<file path="config.mk">
export PLATFORM = sky130hd
export DESIGN_NAME = dpd_lut_loader
export DESIGN_NICKNAME = d
export VERILOG_FILES = /design/src/rtl/dpd_lut_loader.sv
export SDC_FILE = /design/constraint.sdc
export NUM_CORES = 1
export LEC_CHECK = 0
export ABC_AREA = 1
export BUFFER_PORTS_ARGS = -buffer_cell sky130_fd_sc_hd__buf_2
export CAP_MARGIN = 20
export CORE_MARGIN = 2
export CORE_UTILIZATION = 30
export CTS_BUF_LIST = sky130_fd_sc_hd__clkbuf_8
export DETAILED_ROUTE_END_ITERATION = 6
export GPL_ROUTABILITY_DRIVEN = 0
export PLACE_DENSITY_LB_ADDON = 0.12
export SLEW_MARGIN = 25
export SYNTH_ARGS = -nofsm -noshare
export SYNTH_HDL_FRONTEND = slang
export SYNTH_SLANG_ARGS = --single-unit
export TNS_END_PERCENT = 50
</file>
<file path="constraint.sdc">
create_clock -name clk -period 2.5 [get_ports clk]
set_input_delay 0.5 -clock clk [delete_from_list [all_inputs] [get_ports clk]]
set_output_delay 0.5 -clock clk [all_outputs]
set_load 0.05 [all_outputs]
</file>
<file path="src/rtl/dpd_lut_loader.sv">
// dpd_lut_loader: config-port initiator for the DPD actuator LUT bank.
// Streams a coefficient table into one selected LUT (write mode) or reads the
// LUT back and compares every word against the stream (verify mode).
//
// Handshake: a stream beat transfers on every rising clk edge where s_valid and
// s_ready are both high. s_ready depends only on internal state, never on
// s_valid, so the source may hold or drop s_valid freely between beats.
//
// lut_sel carries one bit more than a LUT index needs, so an out-of-range
// select (>= LUT_NUM) can be seen and rejected with err.
module dpd_lut_loader #(
    parameter int DATA_WIDTH = 32,
    parameter int ADDR_WIDTH = 9,
    parameter int LUT_NUM    = 64,
    parameter int RD_LATENCY = 2
) (
    input  logic                      clk,
    input  logic                      rst_n,
    input  logic                      start,
    input  logic                      mode,
    input  logic [$clog2(LUT_NUM):0]  lut_sel,
    input  logic [DATA_WIDTH-1:0]     s_data,
    input  logic                      s_valid,
    output logic                      s_ready,
    output logic                      busy,
    output logic                      done,
    output logic                      err,
    output logic [ADDR_WIDTH:0]       err_count,
    output logic [ADDR_WIDTH-1:0]     err_addr,
    output logic [ADDR_WIDTH-1:0]     config_addr,
    output logic [DATA_WIDTH-1:0]     config_din,
    input  logic [DATA_WIDTH-1:0]     config_dout,
    output logic [LUT_NUM-1:0]        config_lutId,
    output logic                      config_web,
    output logic [1:0]                dbg_state
);

    localparam int SEL_W = $clog2(LUT_NUM) + 1;
    localparam int DRN_W = 3;

    typedef enum logic [1:0] {
        S_IDLE  = 2'd0,
        S_XFER  = 2'd1,
        S_DRAIN = 2'd2,
        S_DONE  = 2'd3
    } state_e;

    state_e                 state_q, state_d;
    logic [ADDR_WIDTH-1:0]  wcnt_q, wcnt_d;
    logic                   last_q, last_d;     // final word accepted, no more beats
    logic                   mode_q, mode_d;
    logic [SEL_W-1:0]       sel_q, sel_d;
    logic [DRN_W-1:0]       drain_q, drain_d;

    logic                   web_q;
    logic [ADDR_WIDTH-1:0]  addr_q;
    logic [DATA_WIDTH-1:0]  din_q;

    // Expected-word pipe: stage 0 lines up with the address cycle, the last
    // stage with the cycle in which config_dout carries that address's word.
    logic                   pipe_vld_q  [0:RD_LATENCY];
    logic [DATA_WIDTH-1:0]  pipe_data_q [0:RD_LATENCY];
    logic [ADDR_WIDTH-1:0]  pipe_addr_q [0:RD_LATENCY];

    logic                   err_q;
    logic [ADDR_WIDTH:0]    err_cnt_q;
    logic [ADDR_WIDTH-1:0]  err_addr_q;

    logic accept, bad_sel, beat, last_beat, mismatch;

    assign accept    = (state_q == S_IDLE) && start;
    assign bad_sel   = lut_sel >= SEL_W'(LUT_NUM);
    assign s_ready   = (state_q == S_XFER) && !last_q;
    assign beat      = s_valid && s_ready;
    assign last_beat = beat && (&wcnt_q);
    assign mismatch  = pipe_vld_q[RD_LATENCY] && (config_dout != pipe_data_q[RD_LATENCY]);

    assign busy         = (state_q != S_IDLE);
    assign done         = (state_q == S_DONE);
    assign config_lutId = ((state_q == S_XFER) || (state_q == S_DRAIN))
                          ? ({{(LUT_NUM-1){1'b0}}, 1'b1} << sel_q) : '0;
    assign config_web   = web_q;
    assign config_addr  = addr_q;
    assign config_din   = din_q;
    assign err          = err_q;
    assign err_count    = err_cnt_q;
    assign err_addr     = err_addr_q;
    assign dbg_state    = state_q;

    // Next-state logic: operation sequencing, word counter and drain timer.
    always_comb begin
        state_d = state_q;
        wcnt_d  = wcnt_q;
        last_d  = last_q;
        mode_d  = mode_q;
        sel_d   = sel_q;
        drain_d = drain_q;
        case (state_q)
            S_IDLE: begin
                if (start) begin
                    sel_d   = lut_sel;
                    mode_d  = mode;
                    wcnt_d  = '0;
                    last_d  = 1'b0;
                    drain_d = '0;
                    state_d = bad_sel ? S_DONE : S_XFER;
                end
            end
            S_XFER: begin
                if (beat) begin
                    if (last_beat) last_d = 1'b1;
                    else           wcnt_d = wcnt_q + 1'b1;
                end
                // One cycle after the last beat its strobe/address is on the port.
                if (last_q) state_d = mode_q ? S_DRAIN : S_DONE;
            end
            S_DRAIN: begin
                if (drain_q == DRN_W'(RD_LATENCY - 1)) state_d = S_DONE;
                else                                   drain_d = drain_q + 1'b1;
            end
            S_DONE:  state_d = S_IDLE;
            default: state_d = S_IDLE;
        endcase
    end

    // Control state register.
    always_ff @(posedge clk or negedge rst_n) begin
        if (!rst_n) begin
            state_q <= S_IDLE;
            wcnt_q  <= '0;
            last_q  <= 1'b0;
            mode_q  <= 1'b0;
            sel_q   <= '0;
            drain_q <= '0;
        end else begin
            state_q <= state_d;
            wcnt_q  <= wcnt_d;
            last_q  <= last_d;
            mode_q  <= mode_d;
            sel_q   <= sel_d;
            drain_q <= drain_d;
        end
    end

    // Config port: one registered access per beat, strobe only on write beats.
    always_ff @(posedge clk or negedge rst_n) begin
        if (!rst_n) begin
            web_q  <= 1'b0;
            addr_q <= '0;
            din_q  <= '0;
        end else begin
            web_q <= beat && !mode_q;
            if (beat) begin
                addr_q <= wcnt_q;
                if (!mode_q) din_q <= s_data;
            end
        end
    end

    // Expected-word pipe for verify readback.
    always_ff @(posedge clk or negedge rst_n) begin
        if (!rst_n) begin
            for (int i = 0; i <= RD_LATENCY; i++) begin
                pipe_vld_q[i]  <= 1'b0;
                pipe_data_q[i] <= '0;
                pipe_addr_q[i] <= '0;
            end
        end else begin
            pipe_vld_q[0]  <= beat && mode_q;
            pipe_data_q[0] <= s_data;
            pipe_addr_q[0] <= wcnt_q;
            for (int i = 1; i <= RD_LATENCY; i++) begin
                pipe_vld_q[i]  <= pipe_vld_q[i-1];
                pipe_data_q[i] <= pipe_data_q[i-1];
                pipe_addr_q[i] <= pipe_addr_q[i-1];
            end
        end
    end

    // Error status: cleared by each accepted start, sticky otherwise.
    always_ff @(posedge clk or negedge rst_n) begin
        if (!rst_n) begin
            err_q      <= 1'b0;
            err_cnt_q  <= '0;
            err_addr_q <= '0;
        end else if (accept) begin
            err_q      <= bad_sel;
            err_cnt_q  <= '0;
            err_addr_q <= '0;
        end else if (mismatch) begin
            err_q <= 1'b1;
            if (!(&err_cnt_q)) err_cnt_q <= err_cnt_q + 1'b1;
            if (err_cnt_q == '0) err_addr_q <= pipe_addr_q[RD_LATENCY];
        end
    end

endmodule

</file>
==> metrics.yaml <==
die:
  core_um2: 26100
  dieArea_um2: 28000
  die_h_um: 167
  die_w_um: 167
  ioPinCount: 207
  start_util_pct: 30.7
  fp-row-count: 59
pwr:
  p_per_area_nw_per_um2: 1150
  ir_drop_uv: 593
  p_leak_nw: 5.47
worst_hold_path:
  hp-class: "in2reg"
drt:
  drt_iter0_drc: 342
  postRouteAntennaNets: 0
  drc: 15
  drtPass1Iterations: 7
  wirelength_mm: 18.7
  vias_per_cell: 4.26
  num_vias: 6005
  wl_per_cell_um: 13.3
sta:
  clock_skew_ns: 0.0375
  setup_slack_ns: 0.115
  setup_tns_ns: 0
  fin_crit_sh_pct: 95.4
  drv_slew: 0
  fin_crit_ns: 2.38
  worst_pin_slew_ns: 0.473
  rsz0062_at_grt: "no"
  hold_viol: 0
  slew_headroom_pct: 68.4
  setup_viol: 0
  clock.fmax_ghz: 0.419
  whs_ns: 0.110
grt:
  track_usage_pct: 13.8
  grt_pass1_vias: 6027
  grt.overflow.total: 0
  antenna_found_initial: 1
  grt_pass1_wl_mm: 31.1
  grt_max_degree: 65
yosys:
  synthArstFlopShare_pct: 100
  synthFlopType: "dfrtp_1"
  synth_cells: 806
  ys_warn_count: 0
  synth_fp_nets: 892
  ys_seq_area_share_pct: 65.9
  synth_top_cell_area_share_pct: 65.9
  avgSynthCellArea_um2: 9.94
  synth_cell_type_count: 32
  netlist_area_um2: 8010
  yosysTopAreaCell: "dfrtp_1"
  synth_area_leaders: "dfrtp_1 (66%), nand2_1 (11%), nor2_1 (5.1%)"
  synth_most_common_cell: "nand2_1"
  synth-seq-cells: 211
  synth_edf_count: 0
  synthTopCellsByCount: "nand2_1 (228), dfrtp_1 (211), nor2_1 (109)"
critical_path:
  critPathCaptureType: "primary output"
  cp_data_arrival_time_ns: 1.88
  critical_path.startpoint_type: "flip-flop"
  critPathMaxFanout: 32
  crit_type: "reg2out"
  worst-endpoint-required_ns: 2.00
cells_and_area:
  final_nets: 1136
  drive_above_1_share_pct: 27.9
  syn_to_final_growth_pct: 32.2
  fillers: 2668
clock_network:
  clk_pin_slew_ns: 0.06
  numCtsBuffers: 38
  cts_tree: "built"
  root_buffer: "clkbuf_8"
  cts.sinks: 211
  cts_max_level: 2
  clk_path_buf_depth: 3
  clock_latency_ns: 0.51
placement:
  port_buffers: 206
  post-place-ws_ns: 0.354
  hpwl_mm: 13.0
run_status:
  status: "finished with violations"
  violations: "DRC"
job:
  drv_cap: 0
==> report_power, final <==
| part | internal, mW | switching, mW |
|---|---|---|
| clock network | 1.82 | 1.32 |
| registers | 4.15 | 0.410 |
| logic | 1.12 | 3.40 |
| total | 7.09 | 5.14 |
==> per-layer routing <==
metal / up-vias / wire length, µm / GRT usage (%)
met5: - / 0 / 0
met4: 0 / 447 / 4.91
met3: 32 / 1320 / 3.78
met2: 175 / 8800 / 22.4
met1: 2777 / 8150 / 17.7
li1: 3021 / - / -
==> critical path, cell delays in order (launching register included) <==
cell and delay (ns):
dfrtp_1 0.37, inv_2 0.07, ha_4 0.27, nand3_1 0.12, buf_12 0.19, nor2_1 0.10, buf_2 0.27
==> cells by family (layout without fill, tap and decap cells) <==
family                   count (synthesis)  count (layout)  synth area share, %
AND/OR/NAND/NOR                        416             416                 21.9
buffers and inverters                   96             365                 4.67
other                                    0               1                    0
adder cells (fa/ha/maj)                 10              10                 1.56
flip-flops                             211             211                 65.9
AO/OA/AOI/OAI                           46              46                 3.06
XOR/XNOR                                27              27                 2.95
==> sequential cells by signal, summed over array words and instances, names as in the netlist <==
register     count
err              1
sel_q            7
pipe_vld_q       3
err_count       10
mode_q           1
pipe_addr_q     27
wcnt_q           9
pipe_data_q     96
err_addr         9
config_addr      9
config_din      32
config_web       1
last_q           1
drain_q          3
dbg_state        2
==> per-stage QoR <==
stage	cells	instance area [µm²]	total power, mW	util (%)
final	1411	10600	12.2	40.5
after global routing	1411	10600	13.1	40.5
after CTS	1410	10500	12.4	40.0
after detailed placement	1342	9580	9.06	36.7
after global placement	1342	9580	9.04	36.7
after floorplan	806	8020	7.80	-
==> area by class of cell <==
| cell class | count | area, µm² | area share [%] |
|---|---|---|---|
| Sequential cell | 211 | 5280 | 49.8 |
| Antenna cell | 1 | 2.50 | 0.0236 |
| Timing Repair Buffer | 233 | 1470 | 13.9 |
| Multi-Input combinational cell | 499 | 2410 | 22.7 |
| Tap cell | 335 | 419 | 3.96 |
| Inverter | 67 | 251 | 2.37 |
| Clock inverter | 17 | 96.3 | 0.909 |
| Clock buffer | 48 | 661 | 6.24 |
==> final timing paths <==
check	from	end	slack, ns	cells past startpoint
worst max-delay path	dbg_state[1]$_DFFE_PN0P_	config_lutId[44]	0.12	6
worst min-delay path	s_data[19]	pipe_data_q[83]$_DFF_PN0_	0.11	1
worst max register to register	wcnt_q[0]$_DFFE_PN0P_	wcnt_q[7]$_DFFE_PN0P_	0.39	14
worst min register to register	pipe_data_q[89]$_DFF_PN0_	pipe_data_q[57]$_DFF_PN0_	0.34	0
max in group asynchronous	rst_n	pipe_data_q[92]$_DFF_PN0_	1.26	3
min in group asynchronous	rst_n	config_din[6]$_DFFE_PN0P_	0.52	2
==> cells in the final DEF (no fill, tap or decap), types with 2 or more instances in the layout <==
| cell type | synthesis | final |
|---|---|---|
| clkbuf_8 | 0 | 48 |
| xnor2_1 | 24 | 24 |
| clkbuf_4 | 0 | 9 |
| buf_6 | 0 | 8 |
| buf_4 | 1 | 60 |
| nand2_1 | 228 | 228 |
| ha_1 | 10 | 9 |
| inv_2 | 1 | 3 |
| nor3_2 | 1 | 2 |
| nor3_1 | 8 | 5 |
| xor2_1 | 3 | 3 |
| o22ai_1 | 2 | 2 |
| a31oi_1 | 3 | 3 |
| nand4_1 | 29 | 29 |
| buf_12 | 0 | 4 |
| buf_8 | 0 | 2 |
| o21ai_0 | 29 | 29 |
| nand3_1 | 33 | 33 |
| nor3_4 | 0 | 2 |
| buf_2 | 8 | 149 |
| inv_1 | 65 | 77 |
| nor2_4 | 1 | 2 |
| dfrtp_1 | 211 | 211 |
| nor2_1 | 109 | 107 |
| a21oi_1 | 9 | 9 |
==> timing repair <==
action / CTS / global route
endpoints found under the setup margin: 64 / 64
endpoints found under the hold margin: 53 / 0
hold buffers: 1 / 0
buffers inserted: 2 / 0
gates resized for setup: 39 / 50
(Power assumes the default switching activity.)
